==> config.mk <==
export PLATFORM = sky130hd
export DESIGN_NAME = sr_serial_driver
export DESIGN_NICKNAME = d
export VERILOG_FILES = /design/src/rtl/sr_pkg.sv /design/src/rtl/sr_bit_timer.sv /design/src/rtl/sr_serial_driver.sv
export SDC_FILE = /design/constraint.sdc
export NUM_CORES = 1
export LEC_CHECK = 0
export ABC_AREA = 1
export CAP_MARGIN = 20
export CORE_AREA = 3 3 66 68
export CTS_CLUSTER_SIZE = 24
export DETAILED_ROUTE_END_ITERATION = 16
export DIE_AREA = 0 0 69 71
export GPL_TIMING_DRIVEN = 0
export PLACE_DENSITY = 0.81
export RECOVER_POWER = 100
export REMOVE_ABC_BUFFERS = 1
export SLEW_MARGIN = 20
export SYNTH_ARGS = -nofsm -noshare
export SYNTH_HDL_FRONTEND = slang
export SYNTH_HIERARCHICAL = 1
export SYNTH_SLANG_ARGS = --single-unit
==> constraint.sdc <==
create_clock -name clk -period 4.5 [get_ports clk]
set_input_delay 0.9 -clock clk [delete_from_list [all_inputs] [get_ports clk]]
set_output_delay 0.9 -clock clk [all_outputs]
set_load 0.005 [all_outputs]
==> src/rtl/sr_pkg.sv <==
// Shared types and default widths for the serial driver and its downstream latch.
package sr_pkg;

   localparam int SR_N_DEFAULT     = 8;
   localparam int SR_DIV_W_DEFAULT = 8;

   typedef enum logic [1:0] {
      ST_IDLE  = 2'd0,
      ST_SHIFT = 2'd1,
      ST_LATCH = 2'd2
   } sr_state_e;

endpackage

==> src/rtl/sr_bit_timer.sv <==
// Down-counting period timer: ticks in the last cycle of every (load_val+1)-cycle period.
module sr_bit_timer #(
   parameter int DIV_W = 8
) (
   input  logic             clk,
   input  logic             clr,
   input  logic [DIV_W-1:0] load_val,
   input  logic             load,
   input  logic             run,
   output logic             tick,
   output logic             tick_next
);

   localparam logic [DIV_W-1:0] ONE = DIV_W'(1);

   logic [DIV_W-1:0] cnt_q;
   logic [DIV_W-1:0] cnt_d;

   // Reload on tick so each bit and the latch phase get a fresh period.
   always_comb begin
      cnt_d = cnt_q;
      if (load) begin
         cnt_d = load_val;
      end else if (run) begin
         cnt_d = (cnt_q == '0) ? load_val : (cnt_q - ONE);
      end
   end

   always_ff @(posedge clk) begin
      if (clr) begin
         cnt_q <= '0;
      end else begin
         cnt_q <= cnt_d;
      end
   end

   assign tick      = run && (cnt_q == '0);
   // Lets the parent register its strobes one cycle ahead of the period end.
   assign tick_next = (cnt_d == '0);

endmodule

==> src/rtl/sr_serial_driver.sv <==
// Parallel-to-serial driver: shifts one word LSB first with sclk strobes, then pulses rclk.
module sr_serial_driver
   import sr_pkg::*;
#(
   parameter int N     = SR_N_DEFAULT,
   parameter int DIV_W = SR_DIV_W_DEFAULT
) (
   input  logic             clk,
   input  logic             clr,
   input  logic [DIV_W-1:0] div,
   input  logic [N-1:0]     in_data,
   input  logic             in_valid,
   output logic             in_ready,
   output logic             ser_in,
   output logic             sclk,
   output logic             rclk,
   output logic             busy
);

   localparam int IDX_W = (N > 1) ? $clog2(N) : 1;
   localparam logic [IDX_W-1:0] LAST_IDX = IDX_W'(N - 1);

   sr_state_e        state_q, state_d;
   logic [N-1:0]     word_q, word_d;
   logic [DIV_W-1:0] p_q, p_d;
   logic [IDX_W-1:0] idx_q, idx_d;
   logic             ser_in_q, ser_in_d;
   logic             sclk_q, sclk_d;
   logic             rclk_q, rclk_d;
   logic             busy_q, busy_d;

   logic accept;
   logic tick;
   logic tick_next;

   assign in_ready = (state_q == ST_IDLE) && !clr;
   assign accept   = in_valid && in_ready;

   sr_bit_timer #(.DIV_W(DIV_W)) u_timer (
      .clk       (clk),
      .clr       (clr),
      .load_val  (accept ? div : p_q),
      .load      (accept),
      .run       (state_q != ST_IDLE),
      .tick      (tick),
      .tick_next (tick_next)
   );

   always_comb begin
      state_d = state_q;
      word_d  = word_q;
      p_d     = p_q;
      idx_d   = idx_q;
      unique case (state_q)
         ST_IDLE: begin
            if (accept) begin
               state_d = ST_SHIFT;
               word_d  = in_data;
               p_d     = div;
               idx_d   = '0;
            end
         end
         ST_SHIFT: begin
            if (tick) begin
               if (idx_q == LAST_IDX) begin
                  state_d = ST_LATCH;
               end else begin
                  idx_d  = idx_q + IDX_W'(1);
                  word_d = word_q >> 1;
               end
            end
         end
         ST_LATCH: begin
            if (tick) begin
               state_d = ST_IDLE;
            end
         end
         default: state_d = ST_IDLE;
      endcase

      // Outputs are decoded from next state so they can be registered without a cycle of lag.
      ser_in_d = (state_d == ST_SHIFT) && word_d[0];
      sclk_d   = (state_d == ST_SHIFT) && tick_next;
      rclk_d   = (state_d == ST_LATCH) && tick_next;
      busy_d   = (state_d != ST_IDLE);
   end

   always_ff @(posedge clk) begin
      if (clr) begin
         state_q  <= ST_IDLE;
         word_q   <= '0;
         p_q      <= '0;
         idx_q    <= '0;
         ser_in_q <= 1'b0;
         sclk_q   <= 1'b0;
         rclk_q   <= 1'b0;
         busy_q   <= 1'b0;
      end else begin
         state_q  <= state_d;
         word_q   <= word_d;
         p_q      <= p_d;
         idx_q    <= idx_d;
         ser_in_q <= ser_in_d;
         sclk_q   <= sclk_d;
         rclk_q   <= rclk_d;
         busy_q   <= busy_d;
      end
   end

   assign ser_in = ser_in_q;
   assign sclk   = sclk_q;
   assign rclk   = rclk_q;
   assign busy   = busy_q;

endmodule
---- After elaboration in Yosys (flattened, before gate mapping) ----
Cells that the tools add are included.
word-level totals
  register bits after elaboration ......... 33
  output and inout port bits .............. 5
  memory bits (writable) .................. 0
  memories kept ........................... 0
  input port bits ......................... 19
  memory bits (read-only) ................. 0
  latch bits .............................. 0
  word-level logic and storage cells ...... 51
cells by class
  shifts and indexed selects .............. 0
  add/subtract/negate cells ............... 2
  bitwise gates (word level) .............. 0
  divide/modulo/power cells ............... 0
  equality and inequality tests ........... 8
  magnitude comparators ................... 0
  reductions and logical operators ........ 14
  $mul .................................... 0
  multiplexer cells ....................... 17
operator list
  cell                                                                 count
  8-bit 2-to-1 mux                                                     7
  8-bit logical NOT                                                    2
  8-bit case mux with 2 select lines                                   1
  3-bit 2-to-1 mux                                                     3
  2-bit 2-to-1 mux                                                     4
  8-bit by 1-bit subtractor with 8-bit output (second input constant)  1
  1-bit logical AND                                                    6
  2-bit != test (second input constant)                                3
  2-bit case mux with 3 select lines                                   1
  3-bit case mux with 2 select lines                                   1
  2-bit nonzero test                                                   3
  2-bit by 1-bit == test with 1-bit output (second input constant)     2
  2-bit == test (second input constant)                                2
  4-bit AND reduction                                                  1
  3-bit by 1-bit adder with 3-bit output (second input constant)       1
  3-bit == test (second input constant)                                1
  2-bit logical NOT                                                    1
  1-bit logical NOT                                                    1

---- Logic depth before layout (Yosys ltp) ----
  depth in word-level cells ............... 9
  gate-level depth with buffers ........... 16
  gate-level depth less buffers ........... 14

---- Cells and area by module ----
Netlist, hierarchy kept.
by module, submodules not included
  module            area each (um2)  cells each  times used  seq. area each (um2)
  sr_serial_driver  1206.2           169         1           500.5
  sr_bit_timer      698.2            117         1           160.2

---- Least setup slack after synthesis ----
Ideal clock, no wire load.
  kind .................................... input to output
  start ................................... input clr
  end ..................................... output in_ready
  cell stages on the path ................. 3
  data required time ...................... 3.600 ns
  buffers on the path ..................... 2
  data arrival time ....................... 1.412 ns
  path slack .............................. 2.188 ns
  cells stage by stage .................... buf_4 -> clkbuf_1 -> nor2_1
between the ends
  cells in the longest elaborated chain, start to end .. 2
ends and longest elaborated chain
  what                line                    text
  start: declaration  sr_serial_driver.sv:9   input logic clr,
  1-bit logical NOT   sr_serial_driver.sv:36  assign in_ready = (state_q == ST_IDLE) && !clr;
  1-bit logical AND   sr_serial_driver.sv:36
  end: declaration    sr_serial_driver.sv:13  output logic in_ready,
No other way between the ends.

---- Final worst setup path ----
  start ................................... input clr
  end ..................................... register rclk_q, in the netlist rclk
between the ends
  cells in the longest elaborated chain, start to end .. 9
  elaborated cells between the ends (all ways) .. 12
  those cells by class .................... eq/ne (1); mux (6); reduce/logical (5)
ends and longest elaborated chain
  what                    line                     text
  1-bit logical NOT *     sr_serial_driver.sv:36
  1-bit logical AND *     sr_serial_driver.sv:36
  1-bit logical AND *     sr_serial_driver.sv:37   assign accept = in_valid && in_ready;
  via accept              sr_serial_driver.sv:32   logic accept;
  8-bit 2-to-1 mux        n/a
  8-bit 2-to-1 mux        sr_bit_timer.sv:25       cnt_d = (cnt_q == '0) ? load_val : (cnt_q - ONE);
  8-bit 2-to-1 mux        sr_bit_timer.sv:24       end else if (run) begin
  8-bit 2-to-1 mux *      sr_bit_timer.sv:22       if (load) begin
  8-bit logical NOT *     sr_bit_timer.sv:39       assign tick_next = (cnt_d == '0);
  via tick_next           sr_serial_driver.sv:34   logic tick_next;
  1-bit logical AND *     sr_serial_driver.sv:84   rclk_d = (state_d == ST_LATCH) && tick_next;
  end signal: assignment  sr_serial_driver.sv:105  rclk_q <= rclk_d;
  end: declaration        sr_serial_driver.sv:29   logic rclk_q, rclk_d;
The timed path passes the listed nets; every way through them passes the cells marked *.
A chain may end at the register's enable or synchronous reset.

==> results.md <==
* Vias in the first global route at approximately 1600
* CP Cell Sequence: dlygate4sd3_1, inv_2, nand3_4, inv_1, inv_1, nand2_1, nand2_1, nand2_1, nor2_1, nand3_2, nor2_2, inv_1, nor2_1
* Seq cells post-synth at 33
* GP Congestion at approximately 0.83
* Post-Synth Simple-Gate Area at 40.1%
* Max Fclk at around 260 MHz
* Syn Inst Count at ~290
* Final hold vios at 0
* Post-Route WL at approximately 3.7 mm
* Total iterations of the first detailed-routing run at 4
* Cell Pwr Density at around 360 nW/um2
* Post-synth EDFFs at 0
* Worst Skew at 0.00319 ns
* CTS Hold Bufs at 0
* Most common cell after layout, fill and taps aside: nand2_1
* Status: completed
* CTS Sinks at 33
* Largest delay share family, worst path: buffers and inverters
* # DRC at 0
* Port bufs at 23
* Setup bufs post-CTS at 0
* Period minus WS final at about 3.9 ns
* CTS buffer count at 5
* Final hold slack at 0.488 ns
* Yosys cell types at 30
* Worst Setup Slack, final at 0.650 ns
* Largest family of logic cells by synthesized area: simple AND/OR/NAND/NOR gates
* Worst r2r src: state_q[0]$_SDFF_PP0_
* CTS H-Tree Depth at 2
* Synth Flop Type: dfxtp_1
* Initial core utilization at around half
* Crit path capture type: flop
* Starting DRT DRC Count at 96
* Root Driver: clkbuf_8
* Worst vdd ir at approximately 0.00023 V
* Worst Hold Class: flop to flop
* Sequential area share after synthesis at a little over a third
* RSZ-0062 raised after global routing: false
* Most frequent cells in the layout: nand2_1, inv_1, dfxtp_1, nor2_1, nand3_1
* CP startpoint kind: primary input
* Dominant cell type by area after synthesis: dfxtp_1
* Worst path required time at 4.73 ns
* Setup CP Type: primary input to flop
* DRT antenna net count at 0
* Worst-Margin Slew at roughly 1.1 ns
* Final setup violation count at 0
* Design Power at about 0.00081 W
* Initial antenna violation count at 0
* Worst setup path startpoint: clr
* Crit-path max FO at 28
* Final period util at 85.6%
* Largest net degree at the start of global routing at 29
* Mux cell area share after synthesis at 0%
* Congestion Overflow GR at 0
* Synthesis Warnings at 6
* R2R depth at 13
* Worst path buffer plus inverter count at 5
* Reg-to-Reg End: rclk$_SDFF_PP0_
* Synth top area share at 34.7%
* Synth top area cells: dfxtp_1, nand2_1, inv_1, nor2_1, nand3_1
* Die H at a little over 70 um
* Crit path depth at 13
* Crit-path slowest cell: dlygate4sd3_1
* IO Pins at 24
* # rows at 23
* First-pass GRT wire length at 6.56 mm
* Via count at 1729
* Nets at 330
* CTS tree: built
* Synth-to-Final Area Change at 16.6%
* Flop2flop setup slack at roughly 2 ns
* Static leakage at roughly 1.1 nW
* Core area at 3910 um2
* Worst Setup EP: rclk$_SDFF_PP0_
* Syn avg cell area at approximately 6.7 um2
* Worst Path Arrival at about 4 ns
* Clock Path Buffers at 2
* DP Wirelength at about 2.7 mm
* Synth Cell Area at around 1900 um2
* Tot GR Track Use at between 10% and 20%
* Die area at about 4900 um2
* DR WL/cell at 10.4 um
* MaxCap Viol Count at 0
* Slew Viols, Final at 0
* Clk slew on worst S/H paths at roughly 0.070 ns
* Synth Area in Compound Gates at 8.08%
* Slowest stage delay, CP at 1.25 ns
* Clock Latency Late Sink at slightly below 0.3 ns
* # diodes at 0
* Synth Area in XOR/XNOR at less than 1%
* Pre-CTS WS at around 0.48 ns
* CTS resizes at 0
* Die Wd at 69 um
* Max-slew headroom at between 20% and 30%
* Adder-cell share of the synthesized area at under 10%
* Setup TNS at 0 ns
* Fraction of layout cells with a size suffix above 1 at 12.7%
* Vias per cell at about 4.8
* FFs w/ async S/R, synth at 0%
worst min path at each step:
stage / start / end / slack (ns) / cells after the start
final: word_q[3]$_SDFFE_PP0P_ / word_q[3]$_SDFFE_PP0P_ / 0.49 / 2
after detailed placement: word_q[1]$_SDFFE_PP0P_ / word_q[1]$_SDFFE_PP0P_ / 0.48 / 2
after global placement: word_q[7]$_SDFFE_PP0P_ / word_q[7]$_SDFFE_PP0P_ / 0.47 / 2
after floorplan: word_q[7]$_SDFFE_PP0P_ / word_q[7]$_SDFFE_PP0P_ / 0.45 / 2
after CTS: word_q[1]$_SDFFE_PP0P_ / word_q[1]$_SDFFE_PP0P_ / 0.49 / 2
after global routing: word_q[2]$_SDFFE_PP0P_ / word_q[2]$_SDFFE_PP0P_ / 0.51 / 2
where the power goes:
part	total, W	internal [W]	leakage (nW)	switching [W]
combinational	0.000230	0.0000897	0.805	0.000140
sequential	0.000335	0.000317	0.271	0.0000181
clock	0.000244	0.000138	0.0542	0.000106
total	0.000809	0.000544	1.13	0.000265
cell usage after synthesis (all sizes together), types with 2 or more instances:
cell     n
nand3   22
nor2    39
nand4    9
buf      8
dfxtp   33
nor3     5
inv     55
o21ai    9
nand3b   2
nand2   78
a21oi   18
ha       4
cell families after synthesis:
logic type                 after synthesis
DFF                                     33
xor gates and xnor gates                 1
and+or+nand+nor                        155
buffers and inverters                   64
AOI/OAI and AO/OA                       29
adders and majority gates                4
metal layers:
metal | wire [um] | part of all wire (%) | GRT usage, % | vias up
li1 | - | - | - | 920
met1 | 1700 | 46 | 19.6 | 763
met2 | 1790 | 48 | 26.9 | 41
met3 | 156 | 4.2 | 4.12 | 5
met4 | 59 | 1.6 | 6.94 | 0
met5 | 0 | 0 | 0 | -
flip-flops by register name (all words and copies together), names as in the netlist:
signal	count
busy	1
rclk	1
idx_q	3
state_q	2
p_q	8
ser_in	1
u_timer/cnt_q	8
sclk	1
word_q	8
through the flow:
step	cell area [um2]	utilization, %	std cells
6_report	2220	56.7	358
5_1_grt	2220	56.7	358
4_1_cts	2240	57.2	358
3_5_place_dp	2140	54.6	350
3_3_place_gp	2140	54.6	350
2_1_floorplan	1840	-	277
final cells by class:
| class | instances | area, um2 |
|---|---|---|
| inverter | 55 | 206 |
| tap | 50 | 62.6 |
| multi-input combinational | 189 | 958 |
| clock buffer | 7 | 96.3 |
| fill | 401 | 1690 |
| timing repair buffer | 23 | 230 |
| sequential | 33 | 661 |
| clock inverter | 1 | 5.00 |
worst min-delay path, stage by stage (launching register included):
cell and delay [ns]:
dfxtp_1 0.31, nand3_1 0.07, a21oi_1 0.06
Note: power is estimated with default switching activity, not from simulation.
